==> src/rtl/id_ex_stage_if.sv <==
// rtl/id_ex_stage_if.sv - ID/EX stage bus: ID-side inputs, stall feedback and EX-side outputs
interface id_ex_stage_if;
    logic        InValid;
    logic [31:0] Instruction;
    logic [31:0] RsData;
    logic [31:0] RtData;
    logic [31:0] PCPlus4;
    logic        Flush;
    logic        StallID;
    logic        ExValid;
    logic [4:0]  ALUControl;
    logic [31:0] ExA;
    logic [31:0] ExB;
    logic [31:0] ExStoreData;
    logic [31:0] ExPCPlus4;
    logic [4:0]  ExDestReg;
    logic        ExRegWrite;
    logic        ExMemRead;
    logic        ExMemWrite;
    logic        ExBranch;
    logic        IllegalOp;

    modport master (
        output InValid, Instruction, RsData, RtData, PCPlus4, Flush,
        input  StallID, ExValid, ALUControl, ExA, ExB, ExStoreData, ExPCPlus4,
               ExDestReg, ExRegWrite, ExMemRead, ExMemWrite, ExBranch, IllegalOp
    );

    modport slave (
        input  InValid, Instruction, RsData, RtData, PCPlus4, Flush,
        output StallID, ExValid, ALUControl, ExA, ExB, ExStoreData, ExPCPlus4,
               ExDestReg, ExRegWrite, ExMemRead, ExMemWrite, ExBranch, IllegalOp
    );
endinterface

==> src/rtl/id_ex_stage.sv <==
// rtl/id_ex_stage.sv - MIPS ID/EX register with ALU decode, load-use stall and flush; mul gated by ID_EX_MUL_EN
module id_ex_stage (
    input  logic           Clk,
    input  logic           Reset,
    id_ex_stage_if.slave   bus
);
    localparam logic [4:0] ALU_NONE = 5'b00000;
    localparam logic [4:0] ALU_ADD  = 5'b00001;
    localparam logic [4:0] ALU_SUB  = 5'b00010;
`ifdef ID_EX_MUL_EN
    localparam logic [4:0] ALU_MUL  = 5'b00011;
`endif
    localparam logic [4:0] ALU_SLL  = 5'b00100;
    localparam logic [4:0] ALU_SRL  = 5'b00101;
    localparam logic [4:0] ALU_AND  = 5'b00110;
    localparam logic [4:0] ALU_OR   = 5'b00111;
    localparam logic [4:0] ALU_XOR  = 5'b01000;
    localparam logic [4:0] ALU_BGEZ = 5'b01011;
    localparam logic [4:0] ALU_BEQ  = 5'b01100;
    localparam logic [4:0] ALU_NOR  = 5'b01101;
    localparam logic [4:0] ALU_SLT  = 5'b01110;
    localparam logic [4:0] ALU_BNE  = 5'b01111;
    localparam logic [4:0] ALU_BGTZ = 5'b10000;
    localparam logic [4:0] ALU_BLEZ = 5'b10001;
    localparam logic [4:0] ALU_BLTZ = 5'b10010;

    logic [5:0]  op, funct;
    logic [4:0]  rs, rt, rd, shamt;
    logic [31:0] imm_sext, imm_zext;

    assign op       = bus.Instruction[31:26];
    assign rs       = bus.Instruction[25:21];
    assign rt       = bus.Instruction[20:16];
    assign rd       = bus.Instruction[15:11];
    assign shamt    = bus.Instruction[10:6];
    assign funct    = bus.Instruction[5:0];
    assign imm_sext = {{16{bus.Instruction[15]}}, bus.Instruction[15:0]};
    assign imm_zext = {16'b0, bus.Instruction[15:0]};

    logic        dec_legal, dec_rw, dec_mr, dec_mw, dec_br, dec_reads_rs, dec_reads_rt;
    logic [4:0]  dec_alu, dec_dest;
    logic [31:0] dec_a, dec_b;

    always_comb begin
        dec_legal    = 1'b0;
        dec_alu      = ALU_NONE;
        dec_a        = bus.RsData;
        dec_b        = bus.RtData;
        dec_dest     = rd;
        dec_rw       = 1'b0;
        dec_mr       = 1'b0;
        dec_mw       = 1'b0;
        dec_br       = 1'b0;
        dec_reads_rs = 1'b1;
        dec_reads_rt = 1'b0;
        case (op)
            6'h00: begin
                dec_rw       = 1'b1;
                dec_reads_rt = 1'b1;
                dec_legal    = 1'b1;
                case (funct)
                    6'h20: dec_alu = ALU_ADD;
                    6'h22: dec_alu = ALU_SUB;
                    6'h24: dec_alu = ALU_AND;
                    6'h25: dec_alu = ALU_OR;
                    6'h26: dec_alu = ALU_XOR;
                    6'h27: dec_alu = ALU_NOR;
                    6'h2A: dec_alu = ALU_SLT;
                    6'h00, 6'h02: begin
                        // Shift amount travels to the ALU in A[10:6]
                        dec_alu      = (funct == 6'h00) ? ALU_SLL : ALU_SRL;
                        dec_a        = {21'b0, shamt, 6'b0};
                        dec_reads_rs = 1'b0;
                    end
                    default: dec_legal = 1'b0;
                endcase
            end
            6'h1C: begin
`ifdef ID_EX_MUL_EN
                if (funct == 6'h02) begin
                    dec_legal    = 1'b1;
                    dec_alu      = ALU_MUL;
                    dec_rw       = 1'b1;
                    dec_reads_rt = 1'b1;
                end
`else
                dec_legal = 1'b0;
`endif
            end
            6'h08, 6'h0A, 6'h23, 6'h2B: begin
                dec_legal    = 1'b1;
                dec_alu      = (op == 6'h0A) ? ALU_SLT : ALU_ADD;
                dec_b        = imm_sext;
                dec_dest     = rt;
                dec_rw       = (op != 6'h2B);
                dec_mr       = (op == 6'h23);
                dec_mw       = (op == 6'h2B);
                dec_reads_rt = (op == 6'h2B);
            end
            6'h0C, 6'h0D, 6'h0E: begin
                dec_legal = 1'b1;
                dec_alu   = (op == 6'h0C) ? ALU_AND : (op == 6'h0D) ? ALU_OR : ALU_XOR;
                dec_b     = imm_zext;
                dec_dest  = rt;
                dec_rw    = 1'b1;
            end
            6'h04, 6'h05: begin
                dec_legal    = 1'b1;
                dec_alu      = (op == 6'h04) ? ALU_BEQ : ALU_BNE;
                dec_br       = 1'b1;
                dec_dest     = 5'd0;
                dec_reads_rt = 1'b1;
            end
            6'h06, 6'h07: begin
                dec_legal = 1'b1;
                dec_alu   = (op == 6'h06) ? ALU_BLEZ : ALU_BGTZ;
                dec_br    = 1'b1;
                dec_b     = 32'd0;
                dec_dest  = 5'd0;
            end
            6'h01: begin
                dec_legal = (rt == 5'd0) || (rt == 5'd1);
                dec_alu   = (rt == 5'd0) ? ALU_BLTZ : ALU_BGEZ;
                dec_br    = 1'b1;
                dec_b     = 32'd0;
                dec_dest  = 5'd0;
            end
            default: dec_legal = 1'b0;
        endcase
        if (dec_dest == 5'd0) dec_rw = 1'b0;
    end

    logic        ex_valid_q, ex_valid_d;
    logic [4:0]  alu_control_q, alu_control_d;
    logic [31:0] ex_a_q, ex_a_d, ex_b_q, ex_b_d;
    logic [31:0] ex_store_data_q, ex_store_data_d, ex_pc_plus4_q, ex_pc_plus4_d;
    logic [4:0]  ex_dest_reg_q, ex_dest_reg_d;
    logic        ex_reg_write_q, ex_reg_write_d, ex_mem_read_q, ex_mem_read_d;
    logic        ex_mem_write_q, ex_mem_write_d, ex_branch_q, ex_branch_d;
    logic        illegal_op_q, illegal_op_d;
    logic        hazard, load;

    // Only a legal, valid ID instruction can actually consume the loaded register
    always_comb begin
        hazard = ex_valid_q && ex_mem_read_q && (ex_dest_reg_q != 5'd0) &&
                 bus.InValid && dec_legal &&
                 ((dec_reads_rs && (rs == ex_dest_reg_q)) ||
                  (dec_reads_rt && (rt == ex_dest_reg_q)));
        load   = bus.InValid && dec_legal && !bus.Flush && !hazard;

        ex_valid_d      = load;
        alu_control_d   = load ? dec_alu       : ALU_NONE;
        ex_a_d          = load ? dec_a         : 32'd0;
        ex_b_d          = load ? dec_b         : 32'd0;
        ex_store_data_d = load ? bus.RtData    : 32'd0;
        ex_pc_plus4_d   = load ? bus.PCPlus4   : 32'd0;
        ex_dest_reg_d   = load ? dec_dest      : 5'd0;
        ex_reg_write_d  = load && dec_rw;
        ex_mem_read_d   = load && dec_mr;
        ex_mem_write_d  = load && dec_mw;
        ex_branch_d     = load && dec_br;
        illegal_op_d    = illegal_op_q || (bus.InValid && !dec_legal && !bus.Flush);
    end

    always_ff @(posedge Clk) begin
        if (Reset) begin
            ex_valid_q      <= 1'b0;
            alu_control_q   <= ALU_NONE;
            ex_a_q          <= 32'd0;
            ex_b_q          <= 32'd0;
            ex_store_data_q <= 32'd0;
            ex_pc_plus4_q   <= 32'd0;
            ex_dest_reg_q   <= 5'd0;
            ex_reg_write_q  <= 1'b0;
            ex_mem_read_q   <= 1'b0;
            ex_mem_write_q  <= 1'b0;
            ex_branch_q     <= 1'b0;
            illegal_op_q    <= 1'b0;
        end else begin
            ex_valid_q      <= ex_valid_d;
            alu_control_q   <= alu_control_d;
            ex_a_q          <= ex_a_d;
            ex_b_q          <= ex_b_d;
            ex_store_data_q <= ex_store_data_d;
            ex_pc_plus4_q   <= ex_pc_plus4_d;
            ex_dest_reg_q   <= ex_dest_reg_d;
            ex_reg_write_q  <= ex_reg_write_d;
            ex_mem_read_q   <= ex_mem_read_d;
            ex_mem_write_q  <= ex_mem_write_d;
            ex_branch_q     <= ex_branch_d;
            illegal_op_q    <= illegal_op_d;
        end
    end

    assign bus.StallID     = hazard && !bus.Flush;
    assign bus.ExValid     = ex_valid_q;
    assign bus.ALUControl  = alu_control_q;
    assign bus.ExA         = ex_a_q;
    assign bus.ExB         = ex_b_q;
    assign bus.ExStoreData = ex_store_data_q;
    assign bus.ExPCPlus4   = ex_pc_plus4_q;
    assign bus.ExDestReg   = ex_dest_reg_q;
    assign bus.ExRegWrite  = ex_reg_write_q;
    assign bus.ExMemRead   = ex_mem_read_q;
    assign bus.ExMemWrite  = ex_mem_write_q;
    assign bus.ExBranch    = ex_branch_q;
    assign bus.IllegalOp   = illegal_op_q;
endmodule

==> src/flat_wrapper.sv <==
// flat-port wrapper written by rule: the top's interface ports become plain ports
module id_ex_stage_flat 
  (Clk, Reset, bus_InValid, bus_Instruction, bus_RsData, bus_RtData, bus_PCPlus4, bus_Flush, bus_StallID, bus_ExValid, bus_ALUControl, bus_ExA, bus_ExB, bus_ExStoreData, bus_ExPCPlus4, bus_ExDestReg, bus_ExRegWrite, bus_ExMemRead, bus_ExMemWrite, bus_ExBranch, bus_IllegalOp);
  id_ex_stage_if bus_i ();
  input  logic Clk;
  input  logic Reset;
  input wire logic [$bits(bus_i.InValid)-1:0] bus_InValid;
  input wire logic [$bits(bus_i.Instruction)-1:0] bus_Instruction;
  input wire logic [$bits(bus_i.RsData)-1:0] bus_RsData;
  input wire logic [$bits(bus_i.RtData)-1:0] bus_RtData;
  input wire logic [$bits(bus_i.PCPlus4)-1:0] bus_PCPlus4;
  input wire logic [$bits(bus_i.Flush)-1:0] bus_Flush;
  output wire logic [$bits(bus_i.StallID)-1:0] bus_StallID;
  output wire logic [$bits(bus_i.ExValid)-1:0] bus_ExValid;
  output wire logic [$bits(bus_i.ALUControl)-1:0] bus_ALUControl;
  output wire logic [$bits(bus_i.ExA)-1:0] bus_ExA;
  output wire logic [$bits(bus_i.ExB)-1:0] bus_ExB;
  output wire logic [$bits(bus_i.ExStoreData)-1:0] bus_ExStoreData;
  output wire logic [$bits(bus_i.ExPCPlus4)-1:0] bus_ExPCPlus4;
  output wire logic [$bits(bus_i.ExDestReg)-1:0] bus_ExDestReg;
  output wire logic [$bits(bus_i.ExRegWrite)-1:0] bus_ExRegWrite;
  output wire logic [$bits(bus_i.ExMemRead)-1:0] bus_ExMemRead;
  output wire logic [$bits(bus_i.ExMemWrite)-1:0] bus_ExMemWrite;
  output wire logic [$bits(bus_i.ExBranch)-1:0] bus_ExBranch;
  output wire logic [$bits(bus_i.IllegalOp)-1:0] bus_IllegalOp;
  assign bus_i.InValid = bus_InValid;
  assign bus_i.Instruction = bus_Instruction;
  assign bus_i.RsData = bus_RsData;
  assign bus_i.RtData = bus_RtData;
  assign bus_i.PCPlus4 = bus_PCPlus4;
  assign bus_i.Flush = bus_Flush;
  assign bus_StallID = bus_i.StallID;
  assign bus_ExValid = bus_i.ExValid;
  assign bus_ALUControl = bus_i.ALUControl;
  assign bus_ExA = bus_i.ExA;
  assign bus_ExB = bus_i.ExB;
  assign bus_ExStoreData = bus_i.ExStoreData;
  assign bus_ExPCPlus4 = bus_i.ExPCPlus4;
  assign bus_ExDestReg = bus_i.ExDestReg;
  assign bus_ExRegWrite = bus_i.ExRegWrite;
  assign bus_ExMemRead = bus_i.ExMemRead;
  assign bus_ExMemWrite = bus_i.ExMemWrite;
  assign bus_ExBranch = bus_i.ExBranch;
  assign bus_IllegalOp = bus_i.IllegalOp;
  id_ex_stage u_core (.Clk(Clk), .Reset(Reset), .bus(bus_i));
endmodule
==> config.mk <==
export PLATFORM = sky130hd
export DESIGN_NAME = id_ex_stage_flat
export DESIGN_NICKNAME = d
export VERILOG_FILES = /design/src/rtl/id_ex_stage_if.sv /design/src/rtl/id_ex_stage.sv /design/src/flat_wrapper.sv
export SDC_FILE = /design/constraint.sdc
export NUM_CORES = 1
export LEC_CHECK = 0
export BUFFER_PORTS_ARGS = -buffer_cell sky130_fd_sc_hd__buf_4
export CAP_MARGIN = 10
export CORE_ASPECT_RATIO = 1.1
export CORE_MARGIN = 4
export CORE_UTILIZATION = 47
export DETAILED_ROUTE_END_ITERATION = 10
export MAX_ROUTING_LAYER = met4
export PLACE_DENSITY_LB_ADDON = 0.08
export SLEW_MARGIN = 20
export SYNTH_ARGS = -nofsm -noshare
export SYNTH_HDL_FRONTEND = slang
export SYNTH_SLANG_ARGS = --single-unit
export TNS_END_PERCENT = 10
==> constraint.sdc <==
create_clock -name Clk -period 5.2 [get_ports Clk]
set_input_delay 1.04 -clock Clk [delete_from_list [all_inputs] [get_ports Clk]]
set_output_delay 1.04 -clock Clk [all_outputs]
set_load 0.005 [all_outputs]
==> key figures, run 1 <==
Clock tree
  – Post-CTS Hold Buffers: 0
  – Clock slew at reported path FFs: 0.06 ns
  – # Post-CTS Setup Buffers: 0
  – Root Driver: clkbuf_8
  – TritonCTS Buffers: 17
  – CTS tree: done
  – Clk sink count: 144
  – Post-cts sizing count: 0
  – H-Tree Depth: 4
  – Worst skew pair latency: 0.50 ns
  – Longest Clk Path Bufs: 2

Detailed routing
  – Routed length per instance: 16.7 um
  – TritonRoute pass-1 iters: 5
  – Via density: 4.87
  – # DRC: 0
  – Via count: 4489
  – Final ANT Viol Nets: 0
  – DR iter-0 viols: 247
  – Routed WL: 15400 um

Worst setup path
  – CP required: 4.16 ns
  – Arr. time, crit path: 2.76 ns
  – R2r worst-path depth: 6
  – Critical path launch point type: input pin
  – CP Capture Type: primary output
  – Critical R2R Capture: u_core.bus.ALUControl[2]
  – RR Startpoint: u_core.bus.ExDestReg[4]
  – R2r setup slk: 3.06 ns
  – Crit Path Max Fanout: 3
  – WS Path Type: in2out

Layout
  – Filler-free cell count of the finished design: 922
  – Nets: 903
  – Most frequent cells in the layout: 279 x buf_4, 144 x dfxtp_1, 64 x and2_1
  – Synth-to-layout area growth: 55.5%
  – ANT cells: 0
  – Layout cells sized above 1: between 40 and 50%
  – Commonest non-fill, non-tap cell in the layout: buf_4

Die
  – Rows: 38
  – Starting Density: 48.9%
  – Num ports: 277
  – Chip Width: 105 um
  – Vert. Die Dim: 115 um
  – Die ar.: 0.0121 sq mm
  – Core area: ~0.01 sq mm

Power
  – Leakage: between 3 and 4 nW
  – Switching share of power: 21.4%
  – Flop pwr share: 45.7%
  – Switching pwr: 0.000522 W
  – Gate power share: 7.8%
  – Power share of the clock group: 46.5%
  – Pint: ~0.0019 W
  – PD cells: around 320 mW/mm^2
  – Worst IR Drop VDD: about 0.00021 V

Synth
  – Post-Syn Nets: around 630
  – Async S/R FF share, synth: 0%
  – Sequential share of the synthesized area: 58.8%
  – Synth Area per Inst: 9.77 sq um
  – Most used DFF post-synth: dfxtp_1
  – Post-Synthesis Cells: 502
  – Post-synth EDFFs: 0
  – Cell taking the most area after synthesis: dfxtp_1
  – Post-Syn Area: 0.00490 sq mm
  – Yosys top cell area share: 58.8%
  – Synth warnings: 0
  – Synth area leaders: dfxtp_1 59%, and2_1 8.2%, nor3_1 3.7%
  – Netlist cell types: 54
  – #FFs+latches synth: 144

Min path
  – Worst Hold End: u_core.bus.IllegalOp
  – HP Start: u_core.bus.IllegalOp
  – HP Class: reg2reg
  – Hold Path Cell Cnt: 1

Run
  – Max-Cap Viols: 0

GRT
  – Vias in the first global route: about 4400
  – Total gr overflow: 0
  – First-pass GRT wire length: approximately 23000 um
  – Initial antenna violation count: 0
  – GRT Overall Usage: 25.2%
  – Largest net degree at the start of global routing: 67

Timing
  – Final worst path period share: 73.2%
  – Fmax: between 200 and 300 MHz
  – RSZ-0062 raised after global routing: no
  – Final hold vios: 0
  – Max Slew Vio Count: 0
  – Final min period: 3.80 ns
  – Slew at the pin closest to its max-slew limit: 0.875 ns
  – Max-slew headroom: 41.7%
  – Setup Skew: about 0.0085 ns
  – Final-report setup violation count: 0
  – Total Neg Setup Slack: 0 ns

Place
  – Cell count after placement: about 900
  – I/O Buffers: roughly 280
  – GP Congestion: 0.965
  – DP Wirelength: 11700 um

Status
  – Status: complete, no violations
## cell families (layout without fill, tap and decap cells)
kind of cell              after synthesis  in the layout  synth area share, %
DFF                                   144            144                 58.8
buffers and inverters                  64            344                 5.49
xor gates and xnor gates               11             11                 1.96
and+or+nand+nor                       200            200                 21.6
AOI/OAI and AO/OA                      78             78                 11.2
muxes                                   5              5                 1.02
## worst max-delay path by stage
| stage | start | slack [ns] | cells past startpoint | endpoint |
|---|---|---|---|---|
| after floorplan | bus_Instruction[20] | 1.82 | 5 | bus_StallID |
| after global placement | bus_Instruction[20] | 1.44 | 7 | bus_StallID |
| after detailed placement | bus_Instruction[20] | 1.43 | 7 | bus_StallID |
| after CTS | bus_Instruction[20] | 1.43 | 7 | bus_StallID |
| after global routing | bus_Instruction[20] | 1.31 | 7 | bus_StallID |
| final | bus_Instruction[20] | 1.40 | 7 | bus_StallID |
## synthesized netlist by cell type (5+ instances only)
library cell	n
dfxtp_1	144
a22oi_1	22
xor2_1	10
nand3_1	5
inv_1	34
and2_1	64
clkbuf_1	19
nor3_1	36
nand2_1	24
mux2i_1	5
o21ai_0	9
buf_2	5
a21oi_1	20
nor2_1	44
## flip-flops by register name, indices dropped and copies added, names as in the netlist
signal and count:
u_core.bus.ALUControl 5, u_core.bus.ExA 32, u_core.bus.ExB 32, u_core.bus.ExBranch 1
u_core.bus.ExDestReg 5, u_core.bus.ExMemRead 1, u_core.bus.ExMemWrite 1, u_core.bus.ExPCPlus4 32
u_core.bus.ExRegWrite 1, u_core.bus.ExStoreData 32, u_core.bus.ExValid 1, u_core.bus.IllegalOp 1
## area by class of cell
type / instances / area (sq um)
multi-input cells: 294 / 1790
fillers: 723 / 2400
clock inverters: 10 / 113
well taps: 140 / 175
inverters: 35 / 131
repair buffers: 279 / 2090
flip-flops and latches: 144 / 2880
clock buffers: 20 / 445
## critical path, stage by stage
cell and delay (ns):
buf_4 0.12, or4_4 0.54, o31a_1 0.27, o2bb2ai_2 0.30, nor2_1 0.09, a211oi_1 0.23
buf_4 0.16
## power by group through the flow
stage | registers (W) | clock network [W] | logic (W)
global placement | 0.00114 | 0 | 0.000185
finish | 0.00112 | 0.00113 | 0.000190
floorplan | 0.00114 | 0 | 0.0000683
detailed placement | 0.00114 | 0 | 0.000188
global route | 0.00112 | 0.00121 | 0.000208
CTS | 0.00112 | 0.00115 | 0.000189
## layer usage
| metal | share of wire [%] | vias up | GRT usage (%) |
|---|---|---|---|
| li1 | - | 2204 | - |
| met3 | 6.7 | 21 | 5.11 |
| met2 | 54 | 199 | 44.8 |
| met5 | 0 | - | - |
| met1 | 38 | 2065 | 27.8 |
| met4 | 2.1 | 0 | 9.80 |
## stage by stage
| step | utilization (%) | cell area, sq um | hold slack (ns) | setup slack (ns) | total power [W] |
|---|---|---|---|---|---|
| 2_1_floorplan | - | 4900 | 0.480 | 1.82 | 0.00121 |
| 6_report | 76.0 | 7630 | 0.490 | 1.40 | 0.00244 |
| 4_1_cts | 75.9 | 7620 | 0.488 | 1.43 | 0.00246 |
| 3_3_place_gp | 70.4 | 7060 | 0.480 | 1.44 | 0.00133 |
| 3_5_place_dp | 70.4 | 7060 | 0.475 | 1.43 | 0.00133 |
| 5_1_grt | 76.0 | 7630 | 0.540 | 1.31 | 0.00253 |
Power figures use the tool's default switching activity.
==> inputs of run 2 (changes only) <==
- CORE_UTILIZATION: 47 -> 44
- clock period: 5.2 -> 3.6 ns (I/O delays scaled with it)
==> run 2 against run 1 <==
Compared with the run above:
- final area grew 0.20%
- count of clock-buffer cells in the layout increased by 1
- largest cell class unchanged
- critical path depth did not move
- total power rose by 41%
- register-to-register slack lost 1.8 ns
- flip-flop and latch count unchanged
- clock power grew 38%
- setup slack worse by 1.0 ns
- largest power group is now sequential cells
==> key figures, run 2 (same netlist as run 1, synthesis figures left out) <==
Timing
  – Final-report setup violation count: 0
  – Final min period: roughly 3.2 ns
  – Max-slew headroom: 41.2%
  – Max Slew Vio Count: 0
  – Final hold vios: 0
  – RSZ-0062 raised after global routing: no
  – Total Neg Setup Slack: 0 ns
  – Slew at the pin closest to its max-slew limit: 0.880 ns
  – Final worst path period share: 90.0%
  – Fmax: between 300 and 400 MHz
  – Setup Skew: 0.00873 ns

Power
  – Pint: 0.00266 W
  – Switching share of power: 22.7%
  – Gate power share: 8.0%
  – Flop pwr share: 46.8%
  – Leakage: ~3.7 nW
  – PD cells: between 400 and 500 mW/mm^2
  – Power share of the clock group: between 40% and 50%
  – Worst IR Drop VDD: around 0.00029 V
  – Switching pwr: 0.000782 W

GRT
  – Largest net degree at the start of global routing: 52
  – First-pass GRT wire length: approximately 24000 um
  – Vias in the first global route: 4476
  – Initial antenna violation count: 1
  – Total gr overflow: 0
  – GRT Overall Usage: 25.2%

Run
  – Max-Cap Viols: 0

Layout
  – Multi-input logic area: 0.00179 sq mm
  – Synth-to-layout area growth: 55.9%
  – Most frequent cells in the layout: 280 x buf_4, 144 x dfxtp_1, 64 x and2_1
  – Commonest non-fill, non-tap cell in the layout: buf_4
  – Reg area: between 0.002 and 0.003 sq mm
  – Fin util: between 70% and 80%
  – Nets: 905
  – FILL cells: 883
  – Layout cells sized above 1: 40.8%

Worst setup path
  – Crit-path cells: buf_4, or4_4, o31a_1, o2bb2ai_2, nor2_1, a211oi_1, buf_4
  – Crit Path Max Fanout: 3
  – R2r worst-path depth: 6
  – WS Path Type: in2out
  – Arr. time, crit path: 2.52 ns
  – Critical Path Start: bus_Instruction[20]
  – CP required: 2.88 ns
  – Crit path top cell by count: buf_4
  – RR Startpoint: u_core.bus.ExDestReg[2]
  – Crit path max-delay cell type: or4_4
  – Critical path launch point type: input pin
  – CP Capture Type: primary output
  – Critical path's largest stage delay: 0.55 ns

Die
  – Core area: 0.0109 sq mm
  – Die ar.: around 0.013 sq mm
  – Starting Density: 44.9%
  – Vert. Die Dim: about 120 um
  – Num ports: 277
  – Rows: 40
  – Chip Width: about 110 um

Clock tree
  – TritonCTS Buffers: 17
  – Root Driver: clkbuf_16
  – Post-cts sizing count: 0
  – Clock slew at reported path FFs: 0.05 ns
  – H-Tree Depth: 4
  – Longest Clk Path Bufs: 2
  – # Post-CTS Setup Buffers: 0
  – Clk sink count: around 140
  – Worst skew pair latency: 0.41 ns
  – Post-CTS Hold Buffers: 0
  – CTS tree: done

Detailed routing
  – Routed WL: between 15000 and 20000 um
  – TritonRoute pass-1 iters: 5
  – DR iter-0 viols: 278
  – Routed length per instance: 17.0 um
  – Final ANT Viol Nets: 0
  – # DRC: 0
  – Via count: between 4000 and 5000
  – Via density: around 4.8

Min path
  – Hold Path Cell Cnt: 1
  – HP Class: reg2reg
  – HP Start: u_core.bus.IllegalOp

Place
  – DP Wirelength: 12100 um
  – I/O Buffers: 276
  – GP Congestion: around 0.89

Status
  – Status: complete, no violations
==> run 2: area by class of cell <==
type,instances,area share (%)
Antenna cell,1,0.0327
Clock buffer,21,5.89
Clock inverter,11,1.10
Inverter,35,1.72
Multi-Input combinational cell,294,23.4
Sequential cell,144,37.7
Tap cell,147,2.41
Timing Repair Buffer,281,27.8
==> run 2: path summary, 6_finish.rpt <==
path,end,slack [ns]
max,bus_StallID,0.36
min,u_core.bus.IllegalOp,0.50
max reg2reg,u_core.bus.ExMemWrite,1.28
min reg2reg,u_core.bus.IllegalOp,0.50
==> run 2: power groups by stage <==
| stage | clock [W] | sequential (W) | combinational (W) |
|---|---|---|---|
| after floorplan | 0 | 0.00165 | 0.0000986 |
| after global placement | 0 | 0.00165 | 0.000271 |
| after detailed placement | 0 | 0.00165 | 0.000274 |
| after CTS | 0.00158 | 0.00161 | 0.000276 |
| after global routing | 0.00166 | 0.00161 | 0.000303 |
| final | 0.00156 | 0.00161 | 0.000276 |
==> run 2: critical path, delay by kind of cell <==
family / cells / cell delay (ns)
and+or+nand+nor: 2 / 0.66
AOI/OAI and AO/OA: 3 / 0.85
buffers and inverters: 2 / 0.29
==> run 2: stage by stage <==
| stage | instance area (sq um) | total power, W | hold WS, ns | cells | setup WS [ns] |
|---|---|---|---|---|---|
| floorplan | 4900 | 0.00175 | 0.480 | 502 | 0.858 |
| global placement | 7100 | 0.00192 | 0.473 | 901 | 0.462 |
| detailed placement | 7100 | 0.00192 | 0.489 | 901 | 0.426 |
| CTS | 7630 | 0.00347 | 0.492 | 933 | 0.421 |
| global route | 7640 | 0.00357 | 0.492 | 934 | 0.250 |
| finish | 7640 | 0.00344 | 0.499 | 934 | 0.361 |
==> run 2: routing by layer <==
metal / routed length [um] / global-route usage [%] / vias up
li1: - / - / 2210
met1: 6010 / 28.1 / 2077
met2: 8400 / 42.3 / 182
met3: 1200 / 7.97 / 18
met4: 279 / 8.29 / 0
met5: 0 / - / -
==> inputs of run 3 (changes only) <==
- PLACE_DENSITY: unset -> 0.88
- PLACE_DENSITY_LB_ADDON: 0.08 -> unset
==> run 3 against run 2 <==
Compared with the run above:
- non-clock buffer count increased by 1
- clock power increased by 17%
- setup slack improved by 0.041 ns
- combinational power about the same
- count of clock-buffer cells in the layout decreased by 1
- critical path type unchanged
- largest cell class unchanged
==> key figures, run 3 (same netlist as run 1, synthesis figures left out) <==
Worst setup path
  – Worst path bufs/invs: 2
  – Critical path launch point type: input pin
  – Crit Path Max Fanout: 3
  – CP Capture Type: primary output
  – CP required: 2.88 ns
  – Critical path's largest stage delay: 0.54 ns
  – Crit-path cells: buf_4, or4_4, o31a_1, o2bb2ai_2, nor2_1, a211oi_1, buf_4
  – Arr. time, crit path: between 2 and 2.5 ns
  – R2r worst-path depth: 6
  – Crit path max-delay cell type: or4_4
  – Crit-path leading delay family: compound AO/OA/AOI/OAI gates
  – Crit path top cell by count: buf_4
  – WS Path Type: in2out
  – WP depth: 7

Detailed routing
  – DR iter-0 viols: approximately 240
  – Via count: 4578
  – Routed length per instance: 17.0 um
  – Via density: 4.90
  – TritonRoute pass-1 iters: 5
  – # DRC: 0
  – Routed WL: approximately 16000 um
  – Final ANT Viol Nets: 0

Clock tree
  – Post-CTS Hold Buffers: 0
  – Clock slew at reported path FFs: 0.05 ns
  – Post-cts sizing count: 0
  – Root Driver: clkbuf_16
  – Worst skew pair latency: 0.40 ns
  – CTS tree: done
  – H-Tree Depth: 4
  – TritonCTS Buffers: 17
  – Longest Clk Path Bufs: 2
  – # Post-CTS Setup Buffers: 0
  – Clk sink count: between 100 and 150

Place
  – Cell count after placement: approximately 900
  – Cell Area, Placed: between 0.007 and 0.008 sq mm
  – GP Congestion: 0.968
  – DP Wirelength: 12300 um
  – I/O Buffers: 276

Timing
  – Final min period: between 3 and 4 ns
  – Final worst path period share: about nine tenths
  – Max-slew headroom: 39.6%
  – Worst hold slack: between 0.4 and 0.5 ns
  – Fmax: 313 MHz
  – Max Slew Vio Count: 0
  – Final hold vios: 0
  – Final-report setup violation count: 0
  – Setup Skew: between 0.009 and 0.01 ns
  – Slew at the pin closest to its max-slew limit: 0.903 ns
  – Total Neg Setup Slack: 0 ns
  – RSZ-0062 raised after global routing: no

Layout
  – Filler-free cell count of the finished design: 935
  – Nets: 906
  – Commonest non-fill, non-tap cell in the layout: buf_4
  – Most frequent cells in the layout: 281 x buf_4, 144 x dfxtp_1, 64 x and2_1
  – Layout cells sized above 1: between 40% and 50%
  – Synth-to-layout area growth: 57.8%
  – Design Area, Final: 0.00774 sq mm

Run
  – Max-Cap Viols: 0

Min path
  – HP Class: reg2reg
  – Hold Path Cell Cnt: 1

GRT
  – Grt met3 use: 6.66%
  – First-pass GRT wire length: 24000 um
  – Met1 Use GR: between 20% and 30%
  – Busiest layer in global routing: met2
  – Largest net degree at the start of global routing: just over 50
  – Total gr overflow: 0
  – Met2 usage: between 40% and 50%
  – Initial antenna violation count: 0
  – Vias in the first global route: 4523
  – GRT Overall Usage: ~25%

Die
  – Chip Width: approximately 110 um
  – Vert. Die Dim: 119 um
  – Core area: around 0.011 sq mm
  – Rows: 40
  – Starting Density: 44.9%
  – Num ports: approximately 280
  – Die ar.: 0.0129 sq mm

Status
  – Status: complete, no violations

Power
  – Flop pwr share: between 40% and 50%
  – PD cells: 480 mW/mm^2
  – Switching pwr: 0.000786 W
  – Gate power share: 7.5%
  – Worst IR Drop VDD: ~0.00028 V
  – Leakage: 3.80 nW
  – Pint: 0.00293 W
  – Switching share of power: 21.2%
  – Power share of the clock group: 49.1%
## run 3: final timing paths
path,start,to,slack [ns]
worst min register to register,u_core.bus.IllegalOp,u_core.bus.IllegalOp,0.50
worst max-delay path,bus_Instruction[20],bus_StallID,0.40
worst min-delay path,u_core.bus.IllegalOp,u_core.bus.IllegalOp,0.50
worst max register to register,u_core.bus.ExDestReg[2],u_core.bus.ExA[10],1.49
## run 3: power groups by stage
stage	Clock (W)	Sequential [W]	Combinational, W
after global placement	0	0.00165	0.000271
after floorplan	0	0.00165	0.0000986
final	0.00182	0.00161	0.000278
after detailed placement	0	0.00165	0.000276
after CTS	0.00185	0.00161	0.000278
after global routing	0.00193	0.00161	0.000304
## run 3: worst reg2reg max path, stage by stage, from the launching register on
cell and delay (ns):
dfxtp_1 0.47, xor2_1 0.10, nor4_1 0.31, nand4_1 0.30
o2111ai_4 0.16, buf_4 0.49, nor2_1 0.14
## run 3: final cells by class
class	instances	area, sq um
Antenna cell	1	2.50
Multi-Input combinational cell	294	1790
Clock inverter	12	185
Fill cell	786	3170
Timing Repair Buffer	282	2130
Tap cell	147	184
Clock buffer	20	437
Inverter	35	131
Sequential cell	144	2880
## run 3: routing by layer
layer | up-vias | wire, um
met3 | 30 | 1280
met4 | 0 | 405
met2 | 212 | 8320
li1 | 2221 | -
met5 | - | 0
met1 | 2115 | 5890
## run 3: stage by stage
step / util (%) / setup slack [ns] / power (W)
floorplan: - / 0.858 / 0.00175
global placement: 65.1 / 0.451 / 0.00192
detailed placement: 65.1 / 0.428 / 0.00192
CTS: 70.8 / 0.429 / 0.00374
global route: 70.9 / 0.309 / 0.00385
finish: 70.9 / 0.402 / 0.00371
